### config.mk
export PLATFORM = sky130hd
export DESIGN_NAME = alu_bist_ctrl
export DESIGN_NICKNAME = d
export VERILOG_FILES = /design/src/rtl/alu_bist_ctrl.sv
export SDC_FILE = /design/constraint.sdc
export NUM_CORES = 1
export LEC_CHECK = 0
export BUFFER_PORTS_ARGS = -buffer_cell sky130_fd_sc_hd__buf_2
export CORE_UTILIZATION = 45
export CTS_CLUSTER_SIZE = 24
export DETAILED_ROUTE_END_ITERATION = 10
export PLACE_DENSITY = 0.74
export REMOVE_ABC_BUFFERS = 1
export SKIP_CTS_REPAIR_TIMING = 1
export SYNTH_ARGS = -nofsm -noshare
export SYNTH_HDL_FRONTEND = slang
export SYNTH_SLANG_ARGS = --single-unit
### constraint.sdc
create_clock -name clk -period 3.7 [get_ports clk]
set_input_delay 0.555 -clock clk [delete_from_list [all_inputs] [get_ports clk]]
set_output_delay 0.555 -clock clk [all_outputs]
set_load 0.05 [all_outputs]
### src/rtl/alu_bist_ctrl.sv
// BIST controller for the 32-bit ALU: sweeps select codes over an operand
// grid, compacts ALU results into a MISR and compares against a golden value.
module alu_bist_ctrl #(
  parameter int          WIDTH     = 32,
  parameter int          SEL_W     = 4,
  parameter int          N_STEPS   = 10,
  parameter int          A_STEP    = 1000,
  parameter int          B_STEP    = 2000,
  parameter int          ALU_LAT   = 1,
  parameter logic [31:0] MISR_SEED = 32'hFFFF_FFFF,
  parameter logic [31:0] MISR_POLY = 32'h04C1_1DB7
) (
  input  logic             clk,
  input  logic             rst,
  input  logic             start,
  input  logic [31:0]      golden_sig,
  output logic [WIDTH-1:0] alu_a,
  output logic [WIDTH-1:0] alu_b,
  output logic [SEL_W-1:0] alu_sel,
  output logic             alu_vld,
  input  logic [WIDTH-1:0] alu_y,
  input  logic             alu_flag,
  input  logic [WIDTH:0]   alu_sum,
  output logic             busy,
  output logic             done,
  output logic             pass,
  output logic [31:0]      signature,
  output logic [15:0]      vec_count
);

  typedef enum logic [1:0] {
    IDLE,
    ISSUE,
    DRAIN,
    DONE
  } state_e;

  localparam int CW = (N_STEPS > 1) ? $clog2(N_STEPS) : 1;
  localparam int V  = (2**SEL_W) * N_STEPS * N_STEPS;

  localparam logic [CW-1:0]    NMAX = CW'(N_STEPS - 1);
  localparam logic [SEL_W-1:0] KMAX = '1;
  localparam logic [15:0]      VCNT = 16'(V);
  localparam logic [WIDTH-1:0] AINC = WIDTH'(A_STEP);
  localparam logic [WIDTH-1:0] BINC = WIDTH'(B_STEP);

  state_e             state_q, state_d;
  logic [SEL_W-1:0]   k_q, k_d;
  logic [CW-1:0]      i_q, i_d;
  logic [CW-1:0]      j_q, j_d;
  logic [WIDTH-1:0]   a_q, a_d;
  logic [WIDTH-1:0]   b_q, b_d;
  logic [ALU_LAT-1:0] pipe_q, pipe_d;
  logic [31:0]        sig_q, sig_d;
  logic [15:0]        cnt_q, cnt_d;
  logic               busy_q, busy_d;
  logic               done_q, done_d;
  logic               pass_q, pass_d;

  logic        vld_nxt;
  logic        capture;
  logic        last;
  logic [31:0] din;
  logic [31:0] sig_sh;

  // pipe_q[0] is the issued valid; the top bit marks results to capture
  assign capture = pipe_q[ALU_LAT-1];
  assign last    = (k_q == KMAX) && (i_q == NMAX) && (j_q == NMAX);

  assign din = alu_y[31:0] ^ alu_sum[31:0]
             ^ {30'b0, alu_sum[WIDTH], alu_flag};

  assign sig_sh = {sig_q[30:0], 1'b0}
                ^ (sig_q[31] ? MISR_POLY : 32'h0);

  always_comb begin
    state_d = state_q;
    k_d     = k_q;
    i_d     = i_q;
    j_d     = j_q;
    a_d     = a_q;
    b_d     = b_q;
    sig_d   = sig_q;
    cnt_d   = cnt_q;
    busy_d  = busy_q;
    done_d  = done_q;
    pass_d  = pass_q;
    vld_nxt = 1'b0;

    if (capture) begin
      sig_d = sig_sh ^ din;
      cnt_d = cnt_q + 16'd1;
    end

    unique case (state_q)
      IDLE, DONE: begin
        if (start) begin
          state_d = ISSUE;
          k_d     = '0;
          i_d     = '0;
          j_d     = '0;
          a_d     = '0;
          b_d     = '0;
          sig_d   = MISR_SEED;
          cnt_d   = '0;
          busy_d  = 1'b1;
          done_d  = 1'b0;
          pass_d  = 1'b0;
          vld_nxt = 1'b1;
        end
      end
      ISSUE: begin
        if (last) begin
          state_d = DRAIN;
        end else begin
          vld_nxt = 1'b1;
          if (j_q == NMAX) begin
            j_d = '0;
            b_d = '0;
            if (i_q == NMAX) begin
              i_d = '0;
              a_d = '0;
              k_d = k_q + 1'b1;
            end else begin
              i_d = i_q + 1'b1;
              a_d = a_q + AINC;
            end
          end else begin
            j_d = j_q + 1'b1;
            b_d = b_q + BINC;
          end
        end
      end
      DRAIN: begin
        if ((pipe_q == '0) && (cnt_q == VCNT)) begin
          state_d = DONE;
          busy_d  = 1'b0;
          done_d  = 1'b1;
          pass_d  = (sig_q == golden_sig);
        end
      end
      default: state_d = IDLE;
    endcase

    pipe_d    = pipe_q << 1;
    pipe_d[0] = vld_nxt;
  end

  always_ff @(posedge clk) begin
    if (rst) begin
      state_q <= IDLE;
      k_q     <= '0;
      i_q     <= '0;
      j_q     <= '0;
      a_q     <= '0;
      b_q     <= '0;
      pipe_q  <= '0;
      sig_q   <= MISR_SEED;
      cnt_q   <= '0;
      busy_q  <= 1'b0;
      done_q  <= 1'b0;
      pass_q  <= 1'b0;
    end else begin
      state_q <= state_d;
      k_q     <= k_d;
      i_q     <= i_d;
      j_q     <= j_d;
      a_q     <= a_d;
      b_q     <= b_d;
      pipe_q  <= pipe_d;
      sig_q   <= sig_d;
      cnt_q   <= cnt_d;
      busy_q  <= busy_d;
      done_q  <= done_d;
      pass_q  <= pass_d;
    end
  end

  assign alu_a     = a_q;
  assign alu_b     = b_q;
  assign alu_sel   = k_q;
  assign alu_vld   = pipe_q[0];
  assign busy      = busy_q;
  assign done      = done_q;
  assign pass      = pass_q;
  assign signature = sig_q;
  assign vec_count = cnt_q;

endmodule

==> implementation parameters, run 1 <==
Parameter                              Value

Run status
  Outcome ... completed

Synth
  Post-synthesis cell type with the largest combined area ... sky130_fd_sc_hd__dfxtp_1
  Count of flip-flops with a built-in enable after synthesis ... 0
  Number of instances in the synthesized netlist ... 793
  Cell with the most instances after synthesis ... sky130_fd_sc_hd__dfxtp_1
  Sequential area share after synthesis ... 36.6%
  Netlist cell types ... 61
  Share of the synthesized area in the top cell type ... 36.6%
  Avg Inst Size Synth ... 8.49 um^2
  Most area-consuming cells after synthesis ... sky130_fd_sc_hd__dfxtp_1 37%, sky130_fd_sc_hd__xnor2_1 15%, sky130_fd_sc_hd__xor2_1 6.2%
  Top cells by instance count after synthesis ... 123 x sky130_fd_sc_hd__dfxtp_1, 118 x sky130_fd_sc_hd__xnor2_1, 96 x sky130_fd_sc_hd__nand2_1
  Most used flip-flop cell after synthesis ... sky130_fd_sc_hd__dfxtp_1
  Fraction of registers with async set/reset ... 0%
  Flop and latch count out of synthesis ... between 100 and 150
  Yosys warnings ... 0
  Cell Area, Synth ... around 6700 um^2

Route
  Routed wire length ... 16.6 mm
  Detailed-route wire length per cell ... 13.9 um
  DR pass1 iterations ... 4
  Average vias per placed instance ... between 5 and 6
  Antenna violation net count after detailed routing ... 0
  Vias post-DR ... 6,196
  DR DRC count ... 0
  Iteration-0 DRC count of the detailed router ... 288

Die
  Width of the chip ... 124 um
  Initial core utilization ... 46.1%
  Total Die Area ... 15,500 um^2
  # IOs ... 221
  Core footprint ... 14,600 um^2
  Row cnt ... 44
  Chip height ... 124 um

Worst setup path
  Class of the most critical setup path ... reg2reg
  Endpoint arrival time on the critical path ... 2.99 ns
  Startpoint type of the worst setup path ... register
  Reg2reg start ... state_q[0]$_SDFFE_PP0P_
  Critical path data required time ... 3.98 ns
  Critical Path Fanout Max ... 24
  Crit. End Element ... register
  Launching element of the worst setup path ... state_q[0]$_SDFFE_PP0P_

Cells and area
  Fraction of layout instances using a drive strength above 1 ... 27.2%
  Filler cell count ... 1,351
  Number of nets in the layout ... 1,106
  Synthesis-to-finish area growth ... 25.7%
  Antenna diodes ... 0

STA
  Setup total negative slack ... 0 ns
  Final setup fails ... 0
  Transition time at the pin with the least slew margin ... 0.669 ns
  Final number of hold-violating endpoints ... 0
  Worst Skew ... about 0.0052 ns
  Slew margin rel. ... 55.4%
  Highest Clock Rate ... 0.369 GHz
  Final critical path time including I/O delays and setup ... 2.71 ns
  Setup repair after global routing missed its margin ... no
  Slack of the critical path ... 0.989 ns
  Number of slew-limit violations in the final report ... 0
  Period utilisation layout ... 73.3%

Global routing
  Met3 Resource Use GR ... 6.44%
  First-pass GRT wire length ... 27.2 mm
  Maximum number of pins on one net before global-route repair ... 62
  Met2 Usage GRT ... 36.2%
  Total routing usage reported by global routing ... a little over a fifth
  Vias in the first global route ... approximately 5,600
  Grt ovf ... 0
  Met1 layer usage reported by global route ... 26.1%
  GRT busiest layer ... met2
  Antenna violations before repair ... 0

Pwr
  Clock power frac ... around 29%
  Net switching power figure ... 2380 uW
  Final Total Pwr ... between 5000 and 6000 uW
  Switching fraction of total power ... just over 40%
  Internal Pwr Total ... 3340 uW
  Sequential Power Share ... 30.8%
  VDD IR-drop max ... 0.000424 V
  Leakage power total ... between 0.003 and 0.004 uW
  Combinational group share of total power ... 40.4%
  Cell area power density ... approximately 680 nW/um^2

Place
  RD Place Congestion ... 0.831
  Number of buffers added on ports ... 213
  Post-Place Worst Slack ... 0.949 ns
  Hpwl dp ... between 10 and 15 mm

Min path
  Hold crit path type ... reg2reg
  Critical hold path startpoint ... alu_sel[1]$_SDFFE_PP0P_

Run
  Max-capacitance violation count ... 0

Clock tree
  Number of H-tree levels ... 4
  Clk pin slew, worst setup/hold paths ... about 0.05 ns
  Number of buffers created by CTS ... 17
  Clock Tree Buf Depth ... 2
  Clock tree from TritonCTS ... built
  Cell at the root of the clock tree ... sky130_fd_sc_hd__clkbuf_16
  Worst-skew pair later-pin latency ... between 0.4 and 0.5 ns
  Total number of clock tree sinks ... 123
worst max-delay path, cell delays in order, from the launching register on:
cell and delay, ns:
sky130_fd_sc_hd__dfxtp_1 0.35, sky130_fd_sc_hd__inv_1 0.07, sky130_fd_sc_hd__ha_1 0.40, sky130_fd_sc_hd__mux2_4 0.31, sky130_fd_sc_hd__o31ai_4 0.15, sky130_fd_sc_hd__buf_4 0.23
sky130_fd_sc_hd__nor2_1 0.45, sky130_fd_sc_hd__or2_2 0.53, sky130_fd_sc_hd__nor2_1 0.09
cell type report:
class	count	area [um^2]	share of cell area, %
Timing Repair Buffer	220	1120	13.2
Sequential cell	123	2460	29.1
Multi-Input combinational cell	615	4000	47.3
Clock buffer	24	502	5.93
Clock inverter	7	87.6	1.03
Inverter	16	60.1	0.710
Tap cell	184	230	2.72
sequential cells by signal (all words and copies together), names as in the netlist:
name / count
alu_sel: 4
busy: 1
signature: 32
state_q: 2
i_q: 4
alu_b: 28
done: 1
j_q: 4
alu_a: 29
vec_count: 16
pass: 1
alu_vld: 1
final timing paths:
check | endpoint | slack (ns) | cells after the start
max | alu_b[24]$_SDFFE_PP0P_ | 0.99 | 8
min reg2reg | alu_sel[1]$_SDFFE_PP0P_ | 0.48 | 2
min | alu_sel[1]$_SDFFE_PP0P_ | 0.48 | 2
max reg2reg | alu_b[24]$_SDFFE_PP0P_ | 0.99 | 8
placed cells by master (no fill, tap or decap), types with 4 or more instances in the layout:
master	n
sky130_fd_sc_hd__or3_1	4
sky130_fd_sc_hd__a21o_1	5
sky130_fd_sc_hd__o31ai_1	9
sky130_fd_sc_hd__nand3_1	23
sky130_fd_sc_hd__xor2_1	48
sky130_fd_sc_hd__nand4_1	23
sky130_fd_sc_hd__inv_1	16
sky130_fd_sc_hd__a21oi_1	30
sky130_fd_sc_hd__ha_1	12
sky130_fd_sc_hd__or4_1	10
sky130_fd_sc_hd__xnor2_1	118
sky130_fd_sc_hd__nand2_1	96
sky130_fd_sc_hd__clkbuf_8	5
sky130_fd_sc_hd__clkbuf_16	17
sky130_fd_sc_hd__or2_2	5
sky130_fd_sc_hd__nor3_1	12
sky130_fd_sc_hd__and3_1	8
sky130_fd_sc_hd__nor2_1	82
sky130_fd_sc_hd__conb_1	7
sky130_fd_sc_hd__buf_4	7
sky130_fd_sc_hd__dfxtp_1	122
sky130_fd_sc_hd__clkinv_2	4
sky130_fd_sc_hd__nor4_1	23
sky130_fd_sc_hd__buf_2	213
sky130_fd_sc_hd__o21ai_0	45
metal layers:
layer  wire, um  up-vias
met1       7150     2872
met5          0        -
met2       8210      198
met3        966       16
li1           -     3110
met4        246        0
stage by stage:
| step | std cells | instance area (um^2) | hold WS [ns] | utilization [%] |
|---|---|---|---|---|
| finish | 1189 | 8460 | 0.477 | 58.0 |
| global route | 1189 | 8460 | 0.503 | 58.0 |
| CTS | 1189 | 8460 | 0.481 | 58.0 |
| detailed placement | 1158 | 7880 | 0.475 | 54.0 |
| global placement | 1158 | 7880 | 0.460 | 54.0 |
| floorplan | 754 | 6510 | 0.485 | - |
power groups by stage:
stage | clock network [uW] | registers [uW] | logic (uW)
3_3_place_gp | 0 | 1780 | 2290
3_5_place_dp | 0 | 1790 | 2310
2_1_floorplan | 0 | 2270 | 1220
4_1_cts | 1680 | 1760 | 2320
5_1_grt | 1740 | 1790 | 2540
6_report | 1650 | 1760 | 2310
kinds of logic (layout without fill, tap and decap cells):
logic type                 after synthesis  after routing  synth area share, %
xor gates and xnor gates               167            167                 21.9
and+or+nand+nor                        316            316                 23.9
other                                    1              7               0.0557
muxes                                    6              6                 1.00
adders and majority gates               12             12                 2.23
AOI/OAI and AO/OA                      107            107                 9.81
DFF                                    123            123                 36.6
buffers and inverters                   61            267                 4.48
Power figures use the tool's default switching activity.
==> run 2: changes to the inputs <==
--- a/config.mk
+++ b/config.mk
@@ -5,6 +5,7 @@
 export SDC_FILE = /design/constraint.sdc
 export NUM_CORES = 1
 export LEC_CHECK = 0
+export ABC_AREA = 1
 export BUFFER_PORTS_ARGS = -buffer_cell sky130_fd_sc_hd__buf_2
 export CORE_UTILIZATION = 45
 export CTS_CLUSTER_SIZE = 24
==> constraint.sdc (replaced) <==
create_clock -name clk -period 2.7 [get_ports clk]
set_input_delay 0.405 -clock clk [delete_from_list [all_inputs] [get_ports clk]]
set_output_delay 0.405 -clock clk [all_outputs]
set_load 0.05 [all_outputs]
==> run 2 against run 1 <==
Clock skew up 0.0042 ns. Critical path depth grew 2. Worst hold slack worse by 0.20 ns. Non-clock buffer count is 2 lower. Clock-buffer cell count decreased by 5. Sequential cell count unchanged.
==> implementation parameters, run 2 <==
Parameter                              Value

STA
  Transition time at the pin with the least slew margin ... 0.689 ns (was 0.669 ns)
  Number of slew-limit violations in the final report ... 0 (unchanged)
  Worst Skew ... 0.00948 ns (was 0.00524 ns)
  Final critical path time including I/O delays and setup ... 2.16 ns (was 2.71 ns)
  Highest Clock Rate ... 0.463 GHz (was 0.369 GHz)
  Final number of hold-violating endpoints ... 0 (unchanged)
  Slew margin rel. ... 53.7% (was 55.4%)
  Setup repair after global routing missed its margin ... no (unchanged)
  Slack of the critical path ... 0.540 ns (was 0.989 ns)
  Setup total negative slack ... 0 ns (unchanged)
  Period utilisation layout ... 80.0% (was 73.3%)
  Final setup fails ... 0 (unchanged)

Cells and area
  Fraction of layout instances using a drive strength above 1 ... 22.4% (was 27.2%)
  Number of flip-flops under the largest register name ... 32 (unchanged)
  Synthesis-to-finish area growth ... 25.7% (about the same)
  Antenna diodes ... 0 (unchanged)
  Number of nets in the layout ... 1,333 (was 1,106)
  Commonest cells after routing, fill and taps aside ... 213 x sky130_fd_sc_hd__buf_2, 191 x sky130_fd_sc_hd__nand2_1, 132 x sky130_fd_sc_hd__nor2_1 (was 213 x sky130_fd_sc_hd__buf_2, 122 x sky130_fd_sc_hd__dfxtp_1, 118 x sky130_fd_sc_hd__xnor2_1)
  Filler cell count ... 1,463 (was 1,351)
  Most common library cell in the layout ignoring fill and taps ... sky130_fd_sc_hd__buf_2 (unchanged)
  Core Util, Final ... 58.3% (was 58.0%)

Die
  Chip height ... 127 um (was 124 um)
  Core footprint ... 15,300 um^2 (was 14,600 um^2)
  # IOs ... 221 (unchanged)
  Row cnt ... 45 (was 44)
  Width of the chip ... 127 um (was 124 um)
  Initial core utilization ... 46.4% (was 46.1%)
  Total Die Area ... 16,200 um^2 (was 15,500 um^2)

Synth
  Share of the synthesized area in the top cell type ... 34.8% (was 36.6%)
  Avg Inst Size Synth ... 7.01 um^2 (was 8.49 um^2)
  Number of instances in the synthesized netlist ... 1,009 (was 793)
  Post-synthesis cell type with the largest combined area ... sky130_fd_sc_hd__dfxtp_1 (unchanged)
  Fraction of registers with async set/reset ... 0% (unchanged)
  Top cells by instance count after synthesis ... 191 x sky130_fd_sc_hd__nand2_1, 132 x sky130_fd_sc_hd__nor2_1, 123 x sky130_fd_sc_hd__dfxtp_1 (was 123 x sky130_fd_sc_hd__dfxtp_1, 118 x sky130_fd_sc_hd__xnor2_1, 96 x sky130_fd_sc_hd__nand2_1)
  Most area-consuming cells after synthesis ... sky130_fd_sc_hd__dfxtp_1 35%, sky130_fd_sc_hd__nand2_1 10%, sky130_fd_sc_hd__xor2_1 7.2% (was sky130_fd_sc_hd__dfxtp_1 37%, sky130_fd_sc_hd__xnor2_1 15%, sky130_fd_sc_hd__xor2_1 6.2%)
  Count of flip-flops with a built-in enable after synthesis ... 0 (unchanged)
  Cell Area, Synth ... 7070 um^2 (was 6730 um^2)
  Netlist cell types ... 42 (was 61)
  Cell with the most instances after synthesis ... sky130_fd_sc_hd__nand2_1 (was sky130_fd_sc_hd__dfxtp_1)
  Sequential area share after synthesis ... 34.8% (was 36.6%)
  Most used flip-flop cell after synthesis ... sky130_fd_sc_hd__dfxtp_1 (unchanged)
  Yosys warnings ... 0 (unchanged)
  Flop and latch count out of synthesis ... 123 (unchanged)

Place
  Number of buffers added on ports ... 213 (unchanged)
  RD Place Congestion ... 0.904 (was 0.831)
  Post-Place Worst Slack ... 0.555 ns (was 0.949 ns)
  Hpwl dp ... 14.7 mm (was 12.2 mm)

Global routing
  Vias in the first global route ... 6,483 (was 5,584)
  Maximum number of pins on one net before global-route repair ... 66 (was 62)
  Total routing usage reported by global routing ... 24.2% (was 21.5%)
  Antenna violations before repair ... 0 (unchanged)
  Grt ovf ... 0 (unchanged)
  First-pass GRT wire length ... 31.1 mm (was 27.2 mm)

Worst setup path
  Terminus of the critical flop-to-flop path ... alu_b[10]$_SDFFE_PP0P_ (was alu_b[24]$_SDFFE_PP0P_)
  Cell depth of the worst flop-to-flop path ... 10 (was 8)
  Endpoint arrival time on the critical path ... 2.46 ns (was 2.99 ns)
  Setup slack of the most critical reg-to-reg path ... 0.54 ns (was 0.99 ns)
  Launching element of the worst setup path ... state_q[0]$_SDFFE_PP0P_ (unchanged)
  Crit. End Element ... register (unchanged)
  Class of the most critical setup path ... reg2reg (unchanged)
  Critical Path Fanout Max ... 21 (was 24)
  Critical path data required time ... 3.00 ns (was 3.98 ns)
  Endpoint of the worst setup timing path ... alu_b[10]$_SDFFE_PP0P_ (was alu_b[24]$_SDFFE_PP0P_)
  Startpoint type of the worst setup path ... register (unchanged)
  Reg2reg start ... state_q[0]$_SDFFE_PP0P_ (unchanged)

Pwr
  Final Total Pwr ... 9340 uW (was 5720 uW)
  Leakage power total ... 0.00404 uW (was 0.00346 uW)
  VDD IR-drop max ... 0.000800 V (was 0.000424 V)
  Cell area power density ... 1050 nW/um^2 (was 676 nW/um^2)

Clock tree
  Number of H-tree levels ... 4 (unchanged)
  Clock Tree Buf Depth ... 2 (unchanged)
  Total number of clock tree sinks ... 123 (unchanged)
  Clk pin slew, worst setup/hold paths ... 0.06 ns (was 0.05 ns)
  Cell at the root of the clock tree ... sky130_fd_sc_hd__clkbuf_16 (unchanged)
  Worst-skew pair later-pin latency ... 0.42 ns (was 0.41 ns)
  Clock tree from TritonCTS ... built (unchanged)
  Number of buffers created by CTS ... 17 (unchanged)

Min path
  Hold crit path type ... in2reg (was reg2reg)

Run status
  Outcome ... completed (unchanged)

Route
  Vias post-DR ... 7,094 (was 6,196)
  Detailed-route wire length per cell ... 13.1 um (was 13.9 um)
  Routed wire length ... 19.0 mm (was 16.6 mm)
  DR DRC count ... 0 (unchanged)
  Iteration-0 DRC count of the detailed router ... 341 (was 288)
  Average vias per placed instance ... 4.92 (was 5.21)
  Antenna violation net count after detailed routing ... 0 (unchanged)
  DR pass1 iterations ... 5 (was 4)

Run
  Max-capacitance violation count ... 0 (unchanged)
==> run 2: changes by cell type in the layout (fill, tap and decap cells not counted), sizes merged, moves of 38 or more <==
cell,delta
inv,+101
nand2,+101
a21oi,+42
nor2,+58
nand3,+38
xnor2,-73
==> run 2: worst min-delay path by stage <==
stage | start | end | slack [ns] | depth (start not counted)
global placement | done$_SDFFE_PP0P_ | done$_SDFFE_PP0P_ | 0.45 | 2
floorplan | j_q[2]$_SDFFE_PP0P_ | j_q[2]$_SDFFE_PP0P_ | 0.45 | 2
CTS | alu_sum[13] | signature[13]$_SDFF_PP1_ | 0.25 | 3
finish | alu_sum[13] | signature[13]$_SDFF_PP1_ | 0.27 | 3
global route | alu_sum[17] | signature[17]$_SDFF_PP1_ | 0.27 | 3
detailed placement | done$_SDFFE_PP0P_ | done$_SDFFE_PP0P_ | 0.45 | 2
==> run 2: power breakdown <==
group	internal [uW]	switching (uW)
clock network	1580	836
registers	2150	407
logic	1240	3120
total	4970	4360
==> run 2: cell families after synthesis <==
kind of cell	count (synthesis)	synth area share, %
adders and majority gates	12	2.12
other	1	0.0530
DFF	123	34.8
xor gates and xnor gates	103	12.8
buffers and inverters	150	9.11
and+or+nand+nor	459	28.9
AOI/OAI and AO/OA	161	12.3
==> run 2: layer usage <==
| layer | GRT usage [%] | vias to the layer above | share of wire, % |
|---|---|---|---|
| met2 | 43.5 | 231 | 50 |
| met3 | 4.82 | 23 | 5.2 |
| met4 | 9.94 | 0 | 1.8 |
| met1 | 28.0 | 3180 | 43 |
| met5 | 0 | - | 0 |
| li1 | - | 3660 | - |
==> run 2: metrics by stage <==
| step | cell area [um^2] | instances | hold WS, ns |
|---|---|---|---|
| 2_1_floorplan | 6900 | 983 | 0.452 |
| 3_3_place_gp | 8270 | 1412 | 0.446 |
| 3_5_place_dp | 8270 | 1412 | 0.453 |
| 4_1_cts | 8890 | 1443 | 0.255 |
| 5_1_grt | 8890 | 1443 | 0.267 |
| 6_report | 8890 | 1443 | 0.273 |
==> run 2: critical path: stages (launching register included) <==
cell and delay, ns:
sky130_fd_sc_hd__dfxtp_1 0.37, sky130_fd_sc_hd__inv_1 0.08, sky130_fd_sc_hd__ha_1 0.32, sky130_fd_sc_hd__nand2_1 0.14, sky130_fd_sc_hd__nand2_2 0.10, sky130_fd_sc_hd__inv_1 0.09, sky130_fd_sc_hd__nand2_2 0.22, sky130_fd_sc_hd__inv_2 0.37
sky130_fd_sc_hd__nand4_1 0.18, sky130_fd_sc_hd__nor2_1 0.13, sky130_fd_sc_hd__nor2_1 0.05
==> run 2: final cells by class <==
class / count / area, um^2 / area share (%)
multi-input cells: 742 / 3990 / 44.9
flip-flops and latches: 123 / 2460 / 27.7
clock buffers: 19 / 453 / 5.09
repair buffers: 218 / 1100 / 12.4
clock inverters: 12 / 171 / 1.93
inverters: 118 / 448 / 5.04
well taps: 211 / 264 / 2.97
